### src/rtl/led_seq_ctrl.sv
// LED pattern sequencer: plays an 8-bit pattern one bit per time slot, bit 0 first.
// New configurations are double-buffered and only take effect at a pattern-cycle boundary.
module led_seq_ctrl #(
  parameter int unsigned SLOTS = 8
) (
  input  logic                       Clk,
  input  logic                       Reset,
  input  logic [SLOTS-1:0]           led_ctrl,
  input  logic [31:0]                led_time_set,
  input  logic                       cfg_valid,
  input  logic                       enable,
  output logic                       led,
  output logic [$clog2(SLOTS)-1:0]   slot_idx,
  output logic                       cycle_done,
  output logic                       busy,
  output logic                       cfg_pending
);

  localparam int unsigned SLOT_W = $clog2(SLOTS);
  localparam int unsigned TIME_W = 32;
  localparam logic [SLOT_W-1:0] LAST_SLOT = SLOT_W'(SLOTS - 1);

  typedef enum logic [1:0] {
    IDLE = 2'd0,
    LOAD = 2'd1,
    RUN  = 2'd2
  } state_t;

  state_t              state;
  logic [TIME_W-1:0]   tick;
  logic [TIME_W-1:0]   active_time;
  logic [TIME_W-1:0]   shadow_time;
  logic [SLOTS-1:0]    active_pat;
  logic [SLOTS-1:0]    shadow_pat;

  logic [TIME_W-1:0]   last_tick_c;
  logic [TIME_W-1:0]   tick_inc_c;
  logic [SLOT_W-1:0]   next_slot_c;
  logic                slot_end_c;

  // Slot bookkeeping shared by the sequencing logic
  assign last_tick_c = active_time - TIME_W'(1);
  assign tick_inc_c  = tick + TIME_W'(1);
  assign next_slot_c = slot_idx + SLOT_W'(1);
  assign slot_end_c  = (tick == last_tick_c);

  always_ff @(posedge Clk) begin
    if (Reset) begin
      state       <= IDLE;
      tick        <= '0;
      active_time <= '0;
      shadow_time <= '0;
      active_pat  <= '0;
      shadow_pat  <= '0;
      led         <= 1'b0;
      slot_idx    <= '0;
      cycle_done  <= 1'b0;
      busy        <= 1'b0;
      cfg_pending <= 1'b0;
    end else begin
      cycle_done <= 1'b0;

      // Shadow capture runs in every state; a strobe in LOAD re-arms cfg_pending below
      if (cfg_valid) begin
        shadow_pat  <= led_ctrl;
        shadow_time <= led_time_set;
        cfg_pending <= 1'b1;
      end

      unique case (state)
        IDLE: begin
          led      <= 1'b0;
          busy     <= 1'b0;
          tick     <= '0;
          slot_idx <= '0;
          if (enable && cfg_pending) begin
            state <= LOAD;
          end else if (enable && (active_time != '0)) begin
            state <= RUN;
            busy  <= 1'b1;
            led   <= active_pat[0];
          end
        end

        LOAD: begin
          active_pat  <= shadow_pat;
          active_time <= shadow_time;
          tick        <= '0;
          if (!cfg_valid) begin
            cfg_pending <= 1'b0;
          end
          if (enable && (shadow_time != '0)) begin
            state    <= RUN;
            busy     <= 1'b1;
            led      <= shadow_pat[0];
            slot_idx <= '0;
          end else begin
            state    <= IDLE;
            busy     <= 1'b0;
            led      <= 1'b0;
            slot_idx <= '0;
          end
        end

        RUN: begin
          if (!enable) begin
            state    <= IDLE;
            led      <= 1'b0;
            slot_idx <= '0;
            tick     <= '0;
            busy     <= 1'b0;
          end else if (slot_end_c) begin
            tick <= '0;
            if ((slot_idx == LAST_SLOT) && cfg_pending) begin
              // led and slot_idx hold through the LOAD cycle
              state <= LOAD;
              busy  <= 1'b0;
            end else begin
              slot_idx   <= next_slot_c;
              led        <= active_pat[next_slot_c];
              cycle_done <= (next_slot_c == LAST_SLOT) && (active_time == TIME_W'(1));
            end
          end else begin
            tick       <= tick_inc_c;
            // Asserted while the final tick of the last slot is being played
            cycle_done <= (slot_idx == LAST_SLOT) && (tick_inc_c == last_tick_c);
          end
        end

        default: begin
          state <= IDLE;
          busy  <= 1'b0;
          led   <= 1'b0;
        end
      endcase
    end
  end

endmodule

### config.mk
export PLATFORM = sky130hd
export DESIGN_NAME = led_seq_ctrl
export DESIGN_NICKNAME = d
export VERILOG_FILES = /design/src/rtl/led_seq_ctrl.sv
export SDC_FILE = /design/constraint.sdc
export NUM_CORES = 1
export LEC_CHECK = 0
export CAP_MARGIN = 15
export CORE_MARGIN = 2
export CORE_UTILIZATION = 43
export DETAILED_ROUTE_END_ITERATION = 6
export GPL_TIMING_DRIVEN = 0
export HOLD_SLACK_MARGIN = 0.02
export PLACE_DENSITY_LB_ADDON = 0.3
export SLEW_MARGIN = 20
export SYNTH_ARGS = -nofsm -noshare
export SYNTH_HDL_FRONTEND = slang
export SYNTH_SLANG_ARGS = --single-unit
### constraint.sdc
create_clock -name Clk -period 3.64 [get_ports Clk]
set_input_delay 0.364 -clock Clk [delete_from_list [all_inputs] [get_ports Clk]]
set_output_delay 0.364 -clock Clk [all_outputs]
set_load 0.01 [all_outputs]
==> results of run 1 <==
-- worst max-delay path, cell delays in order, from the launching register on --
cell and delay [ps]:
dfxtp_1 390, nor4_1 740, nand4_4 290, xnor2_1 250, or4_1 580, nor4_4 390, nand2_4 150, or3_1 450
o22ai_2 180
-- sequential cells by signal (all words and copies together) (netlist names) --
signal,flops
shadow_pat,8
active_pat,8
slot_idx,3
busy,1
tick,32
active_time,32
shadow_time,32
cycle_done,1
state,2
led,1
cfg_pending,1
-- layout by cell type, fill, tap and decap left out, types with 5 or more instances in the layout --
cell type / n
nor2_1: 86
a31oi_1: 16
mux2i_1: 51
and3_1: 9
dfxtp_1: 121
a22o_1: 5
and2_1: 9
nor4_1: 16
nand3_1: 32
o311ai_1: 13
clkdlybuf4s50_1: 49
clkbuf_1: 50
inv_1: 15
nand2_1: 137
clkbuf_16: 17
nand4_1: 35
or3_1: 8
ha_1: 5
xnor2_1: 60
a21oi_1: 45
o211ai_1: 5
o21ai_0: 14
or4_1: 6
nor2b_1: 6
inv_6: 6
xor2_1: 22
nor4_4: 6
nor3_1: 19
-- what timing repair did --
action                                  in CTS  in global routing
pin swaps                                    0                  2
resized for setup                            3                 13
buffers inserted                             0                  2
endpoints found under the setup margin      39                 38
-- per-layer routing --
layer,vias up,share of wire
li1,3322,-
met1,3065,0.46
met2,221,0.46
met3,40,0.057
met4,0,0.028
met5,-,0
-- layout make-up --
| cell class | count | area, sq um | share of cell area |
|---|---|---|---|
| multi-input cells | 690 | 4519 | 0.5245 |
| plain buffers | 62 | 272.8 | 0.03165 |
| well taps | 220 | 275.3 | 0.03194 |
| repair buffers | 51 | 505.5 | 0.05866 |
| clock buffers | 18 | 439.2 | 0.05097 |
| inverters | 15 | 56.30 | 0.006534 |
| clock inverters | 14 | 126.4 | 0.01467 |
| flip-flops and latches | 121 | 2422 | 0.2811 |
-- where the power goes --
| group | internal, mW | switching, mW | total [mW] |
|---|---|---|---|
| Clock | 0.916 | 0.715 | 1.63 |
| Combinational | 0.220 | 0.256 | 0.476 |
| Sequential | 1.36 | 0.0330 | 1.39 |
| Total | 2.50 | 1.00 | 3.50 |
-- cell families (layout without fill, tap and decap cells) --
kind of cell               after synthesis  count (layout)  synth area share
muxes                                   54              54           0.07886
buffers and inverters                   77             160           0.04526
DFF                                    121             121            0.3370
adders and majority gates                6               6           0.01045
AOI/OAI and AO/OA                      135             135            0.1243
and+or+nand+nor                        409             409            0.2933
xor gates and xnor gates                86              86            0.1107
-- how the worst min path moves through the flow --
stage                       start             end  slack (ps)
floorplan           shadow_pat[1]   active_pat[1]         430
global placement    active_pat[2]   active_pat[2]         440
detailed placement  active_pat[4]   active_pat[4]         450
CTS                     cfg_valid  shadow_time[0]         380
global route            cfg_valid  shadow_time[0]         410
finish                  cfg_valid  shadow_time[0]         380
==> flow_metrics.tcl, run 1 <==
set metrics [dict create \
    status "finished clean" \
    maxCapViolCount 0 \
    place_inst 1157 \
    grt_max_degree 17 \
    ys_top_cells_by_count "nand2_1 (137), dfxtp_1 (121), nor2_1 (86)" \
    fillCellCount 1579 \
    post-route-min-period_ps 3544 \
    worst-r2r-setup-slack_ps 100 \
    syn_area_sq_mm 0.007187 \
    num_vias 6648 \
    r2r_start "active_time[12]" \
    grtUsageMet3 0.03729 \
    fin_tns_setup_ps 0 \
    drt-initial-drc-count 519 \
    yosysMostFrequentCell "nand2_1" \
    cts_made_buffers 17 \
    clock_path_buffers 2 \
    globalplace.congestion 0.8848 \
    syn_to_final_growth_pct 19.90 \
    startpoint_type "flip-flop" \
    grt_use_met1 0.3156 \
    place_area_sq_mm 0.007953 \
    grt_pass1_vias 6245 \
    required_ps 3970 \
    worstRegToRegCells 8 \
    yosys.area.top_type "dfxtp_1" \
    async_reset_ff_frac 0 \
    cts-htree-levels 4 \
    hold_class "in -> reg" \
    setup_slack_ps 95.85 \
    place_worst_setup_slack_ps -429.5 \
    r2r-end "cycle_done" \
    num_io_pins 51 \
    numPortBuffers 49 \
    worstSetupEndpoint "cycle_done" \
    wl_per_cell_microns 16.73 \
    fin_crit_sh 0.9737 \
    fin_cells 1191 \
    yosysUniqueCellTypes 70 \
    ir_worst_vdd_mv 0.4350 \
    post_drt_via_cell_ratio 5.582 \
    finClkSkew_ps 12.63 \
    die_area_sq_mm 0.01776 \
    die_w_microns 133.3 \
    grt-ovfl-total 0 \
    avgSynthCellArea_sq_um 8.093 \
    die_y_microns 133.3 \
    post-route-util 0.5233 \
    p_leak_nw 3.168 \
    cts_root_buf "clkbuf_16" \
    syn_nets 938 \
    slew_viol_final 0 \
    track_usage 0.2300 \
    antennaDiodeCount 0 \
    hpwl_microns 14910 \
    drc 0 \
    cts_sinks 121 \
    grt.met2_usage 0.3597 \
    core.rowCount 47 \
    initial_utilization 0.4365 \
    synth_top_area_share 0.3370 \
    hold_path_depth 3 \
    cp-end-kind "flip-flop" \
    fin_nets 1008 \
    hold_violations 0 \
    synth_ff_type "dfxtp_1" \
    path_max_fanout 10 \
    ant_nets 0 \
    finalPower_mw 3.501 \
    cp.arrival_ps 3870 \
    syn_inst 888 \
    drt_wl_total_microns 19930 \
    synth_edf_count 0 \
    worst_slew_pin_slew_ps 805.7 \
    dr.pass1.iters 5 \
    clk_latency_ps 430 \
    synth.yosys.seq_area_share 0.3370 \
    final_area_sq_mm 0.008617 \
    cp-startpoint "active_time[12]" \
    ctsHoldBuffers 0 \
    power_density_mw_per_mm2 406.2 \
    slew-limit-headroom 0.4579 \
    clk_pin_slew_ps 60 \
    crit_type "reg -> reg" \
    synth.area.top_cells "dfxtp_1 (34%), xnor2_1 (7.4%), nand2_1 (7.2%)" \
    layout-drive-gt1-share 0.08033 \
    grt-busiest-layer "met2" \
    cts_tree "done" \
    antenna_found_initial 0 \
    ys_ff_latch 121 \
    setup_viol 0 \
    max_freq_mhz 282.2 \
    core_area_sq_mm 0.01647 \
    ys_warn_count 0 \
    holdWs_ps 375.3 \
    grt_first_pass_wirelength_microns 32490 \
]
Power figures use the tool's default switching activity.
==> run 2: changes to the inputs <==
--- a/config.mk
+++ b/config.mk
@@ -6,13 +6,11 @@
 export NUM_CORES = 1
 export LEC_CHECK = 0
 export CAP_MARGIN = 15
-export CORE_MARGIN = 2
-export CORE_UTILIZATION = 43
+export CORE_UTILIZATION = 55
 export DETAILED_ROUTE_END_ITERATION = 6
 export GPL_TIMING_DRIVEN = 0
 export HOLD_SLACK_MARGIN = 0.02
 export PLACE_DENSITY_LB_ADDON = 0.3
-export SLEW_MARGIN = 20
 export SYNTH_ARGS = -nofsm -noshare
 export SYNTH_HDL_FRONTEND = slang
 export SYNTH_SLANG_ARGS = --single-unit
==> run 2 against run 1 <==
Clock power hardly changed. Setup slack gained 140 ps. Clock skew down 5.9 ps. Global-route usage increased by 6.7 points. Flip-flop and latch count stayed put. Fmax grew 4.3%. First-iteration DRC count down 7.5%. Power down 0.72%. Critical path type unchanged. Largest power group unchanged. Highest routed layer unchanged.
==> flow_metrics.tcl, run 2 (synthesis results as in run 1) <==
set metrics [dict create \
    status "finished clean" \
    clk_latency_ps 420 \
    core.rowCount 41 \
    globalplace.congestion 0.9220 \
    num_vias 6709 \
    hold_class "in -> reg" \
    grt_max_degree 17 \
    power_density_mw_per_mm2 406.1 \
    post-route-util 0.6753 \
    clock_path_buffers 2 \
    num_io_pins 51 \
    drt_wl_total_microns 19420 \
    grt_first_pass_wirelength_microns 30610 \
    clk_pin_slew_ps 60 \
    required_ps 3970 \
    fillCellCount 1065 \
    post-route-min-period_ps 3399 \
    numPortBuffers 49 \
    max_freq_mhz 294.2 \
    drc 0 \
    dr.pass1.iters 5 \
    post_drt_via_cell_ratio 5.859 \
    initial_utilization 0.5672 \
    layout-drive-gt1-share 0.07914 \
    crit_type "reg -> reg" \
    fin_crit_sh 0.9339 \
    antennaDiodeCount 0 \
    syn_to_final_growth_pct 19.06 \
    antenna_found_initial 0 \
    cp-end-kind "flip-flop" \
    drt-initial-drc-count 480 \
    die_w_microns 116.3 \
    holdWs_ps 421.5 \
    ir_worst_vdd_mv 0.3779 \
    startpoint_type "flip-flop" \
    slew-limit-headroom 0.4599 \
    hold_violations 0 \
    die_y_microns 116.3 \
    cts_root_buf "clkbuf_16" \
    rsz0062_at_grt "no" \
    grt_pass1_vias 5914 \
    fin_nets 1010 \
    wl_per_cell_microns 16.96 \
    cts_made_buffers 17 \
    final_cell_mix "nand2_1 (137), dfxtp_1 (121), nor2_1 (86), xnor2_1 (61), clkbuf_1 (53)" \
    ant_nets 0 \
    core_area_sq_mm 0.01267 \
    p_leak_nw 3.155 \
    cts_tree "done" \
    cts-htree-levels 4 \
    grt-ovfl-total 0 \
    slew_viol_final 0 \
    cts_sinks 121 \
    setup_viol 0 \
    top_regs "active_time x32, shadow_time x32, tick x32" \
    track_usage 0.2971 \
    path_max_fanout 10 \
    maxCapViolCount 0 \
    finClkSkew_ps 6.774 \
    hpwl_microns 14350 \
    die_area_sq_mm 0.01353 \
    cp.arrival_ps 3730 \
    worst_slew_pin_slew_ps 807.1 \
    layout_commonest_cell "nand2_1" \
]
run 2: cell type report:
| class | count | area [sq um] | area share |
|---|---|---|---|
| Clock inverter | 10 | 96.34 | 0.01126 |
| Clock buffer | 22 | 464.2 | 0.05425 |
| Sequential cell | 121 | 2422 | 0.2831 |
| Buffer | 62 | 272.8 | 0.03188 |
| Tap cell | 172 | 215.2 | 0.02515 |
| Inverter | 15 | 56.30 | 0.006580 |
| Timing Repair Buffer | 53 | 520.5 | 0.06083 |
| Multi-Input combinational cell | 690 | 4509 | 0.5270 |
run 2: final timing paths:
kind         slack (ps)           start              to  cells past startpoint
max                 240  active_time[8]      cycle_done                      9
min                 420       cfg_valid  shadow_time[0]                      3
max reg2reg         240  active_time[8]      cycle_done                      9
min reg2reg         450   active_pat[2]   active_pat[2]                      2
run 2: per-stage QoR:
| stage | cell area (sq um) | setup TNS [ps] | power (mW) | setup WS [ps] | std cells |
|---|---|---|---|---|---|
| detailed placement | 7893 | -9123 | 1.876 | -342.7 | 1109 |
| floorplan | 7187 | 0 | 1.739 | 452.5 | 888 |
| global placement | 7893 | -8761 | 1.870 | -326.8 | 1109 |
| CTS | 8463 | 0 | 3.455 | 44.29 | 1141 |
| global route | 8557 | 0 | 3.576 | 26.72 | 1145 |
| finish | 8557 | 0 | 3.475 | 240.7 | 1145 |
run 2: metal layers:
| metal | vias to the layer above | track usage | wire length, microns |
|---|---|---|---|
| li1 | 3315 | - | - |
| met1 | 3114 | 0.3961 | 8703 |
| met3 | 39 | 0.04774 | 1241 |
| met5 | - | 0 | 0 |
| met4 | 0 | 0.1205 | 475 |
| met2 | 241 | 0.4789 | 8996 |
run 2: worst max-delay path, stage by stage, from the launching register on:
cell and delay (ps):
dfxtp_1 290, clkbuf_1 190, nor4_2 590, nand4_4 280, xnor2_1 240, or4_1 580, nor4_4 390, nand2_4 150
or3_1 440, o22ai_2 150
run 2: timing repair:
action	4_1_cts	5_1_grt
resized for setup	2	14
pin swaps	0	2
endpoints found under the setup margin	39	38
hold buffers	0	0
setup buffers	0	4
run 2: report_power, final:
part	total [mW]	internal, mW	switching [mW]	leakage [nW]
clock	1.60	0.973	0.631	0.262
sequential	1.39	1.36	0.0322	0.984
combinational	0.477	0.221	0.256	1.91
total	3.48	2.56	0.919	3.15
==> run 3: changes to the inputs <==
--- a/config.mk
+++ b/config.mk
@@ -8,6 +8,7 @@
 export CAP_MARGIN = 15
 export CORE_UTILIZATION = 55
 export DETAILED_ROUTE_END_ITERATION = 6
+export GPL_ROUTABILITY_DRIVEN = 0
 export GPL_TIMING_DRIVEN = 0
 export HOLD_SLACK_MARGIN = 0.02
 export PLACE_DENSITY_LB_ADDON = 0.3
==> run 3 against run 2 <==
Hold slack worse by 31 ps. Final cell count is 0.17% higher. Clock skew is 4.8 ps higher. Power is 5.4% higher. Via count is 2.5% higher. Count of clock-buffer cells in the layout is 3 lower. Wire length is 2.7% higher. Clock power is 11% higher. Critical endpoint unchanged. Largest cell class unchanged.
==> flow_metrics.tcl, run 3 (synthesis results as in run 1) <==
set metrics [dict create \
    power_density_mw_per_mm2 421.9 \
    r2r_start "active_time[12]" \
    setup_viol 0 \
    crit_type "reg -> reg" \
    maxCapViolCount 0 \
    worstRegToRegCells 11 \
    antenna_found_initial 0 \
    hpwl_microns 14580 \
    layout-drive-gt1-share 0.08615 \
    holdWs_ps 390.4 \
    fin_crit_sh 0.9370 \
    max_freq_mhz 293.2 \
    hold-path-endpoint "shadow_time[0]" \
    antennaDiodeCount 0 \
    fin_nets 1013 \
    die_area_sq_mm 0.01353 \
    syn_to_final_growth_pct 20.80 \
    final_cell_mix "nand2_1 (137), dfxtp_1 (121), nor2_1 (86), xnor2_1 (60), mux2i_1 (51)" \
    drc 0 \
    slew-limit-headroom 0.4681 \
    top_regs "active_time x32, shadow_time x32, tick x32" \
    post_drt_via_cell_ratio 5.995 \
    r2r-end "cycle_done" \
    hold_start "cfg_valid" \
    hold_class "in -> reg" \
    initial_utilization 0.5672 \
    cts_made_buffers 17 \
    worst_slew_pin_slew_ps 797.8 \
    fillCellCount 1049 \
    die_w_microns 116.3 \
    core_area_sq_mm 0.01267 \
    place_area_sq_mm 0.007893 \
    grt_first_pass_wirelength_microns 31260 \
    cp-end-kind "flip-flop" \
    clk_latency_ps 430 \
    drt-initial-drc-count 585 \
    fin_cells 1147 \
    clk_pin_slew_ps 60 \
    core.rowCount 41 \
    grt_max_degree 17 \
    critical_path_buf_inv_count 2 \
    status "finished clean" \
    layout_commonest_cell "nand2_1" \
    cp.arrival_ps 3750 \
    grt_pass1_vias 6238 \
    ctsHoldBuffers 0 \
    numPortBuffers 49 \
    ir_worst_vdd_mv 0.3828 \
    slew_viol_final 0 \
    slowest_delay_ps 730 \
    worst-r2r-setup-slack_ps 230 \
    cts_root_buf "clkbuf_16" \
    ant_nets 0 \
    p_leak_nw 3.230 \
    startpoint_type "flip-flop" \
    post-route-min-period_ps 3411 \
    grt-ovfl-total 0 \
    wl_per_cell_microns 17.38 \
    cts_tree "done" \
    num_io_pins 51 \
    place_inst 1109 \
    rsz0062_at_grt "no" \
    crit_slowest_cell "nor4_1" \
    cp_top_family "simple AND/OR/NAND/NOR gates" \
    cts-htree-levels 4 \
    required_ps 3980 \
    crit_chain "nor4_1, nand4_4, buf_12, buf_4, mux2_2, o311a_1, o2111ai_1, nor4_4, nand2_4, or3_1, o22ai_2" \
    path_max_fanout 8 \
    clock_path_buffers 2 \
    hold_violations 0 \
    final_area_sq_mm 0.008682 \
    hold_path_depth 3 \
    cts_sinks 121 \
    dr.pass1.iters 5 \
    die_y_microns 116.3 \
    num_vias 6876 \
    drt_wl_total_microns 19940 \
    track_usage 0.3026 \
    finClkSkew_ps 11.59 \
]
[run 3: changes by cell type in the layout (fill, tap and decap cells not counted), sizes merged]
| cell | delta |
|---|---|
| buf | +3 |
| clkbuf | -3 |
| bufinv | +2 |
| inv | +2 |
| clkinv | -1 |
| clkinvlp | -1 |
[run 3: tightest hold or removal path, cell delays in order]
cell	delay, ps
clkbuf_1	180
mux2i_1	160
nor2_1	80
[run 3: final cells by class]
type                            count  area (sq um)  share of cell area
Multi-Input combinational cell    690          4542              0.5231
Sequential cell                   121          2422              0.2790
Timing Repair Buffer               56         555.5             0.06399
Clock buffer                       19         452.9             0.05217
Buffer                             62         272.8             0.03142
Tap cell                          172         215.2             0.02479
Clock inverter                     12         165.2             0.01902
Inverter                           15         56.30            0.006485
[run 3: where the power goes]
group	total, mW	leakage [nW]	switching [mW]	internal (mW)
Combinational	0.498	1.95	0.265	0.234
Clock	1.77	0.292	0.656	1.12
Sequential	1.39	0.984	0.0322	1.36
[run 3: worst max-delay path by stage]
stage	depth (start not counted)	endpoint	from	slack, ps
final	11	cycle_done	active_time[12]	230
after global routing	15	tick[23]	active_time[0]	50
after CTS	13	tick[30]	active_time[0]	20
after floorplan	12	tick[1]	active_time[0]	450
after detailed placement	13	tick[30]	active_time[0]	-400
after global placement	13	tick[28]	active_time[0]	-310
[run 3: layer usage]
| metal | GRT usage | part of all wire | vias to the layer above |
|---|---|---|---|
| met4 | 0.1453 | 0.035 | 0 |
| met5 | 0 | 0 | - |
| met1 | 0.3995 | 0.44 | 3177 |
| met2 | 0.4761 | 0.46 | 305 |
| li1 | - | - | 3335 |
| met3 | 0.05708 | 0.073 | 59 |
[run 3: what timing repair did]
action / CTS / global route
gates resized for setup: 3 / 18
buffers inserted: 0 / 7
pin swaps: 0 / 3
endpoints found under the setup margin: 39 / 38
[run 3: through the flow]
step | worst slack (ps) | utilization | power, mW | setup TNS [ps]
2_1_floorplan | 452.5 | - | 1.739 | 0
3_3_place_gp | -309.8 | 0.6229 | 1.870 | -8057
3_5_place_dp | -401.3 | 0.6229 | 1.878 | -10620
4_1_cts | 23.39 | 0.6731 | 3.629 | 0
5_1_grt | 45.12 | 0.6852 | 3.779 | 0
6_report | 229.2 | 0.6852 | 3.663 | 0
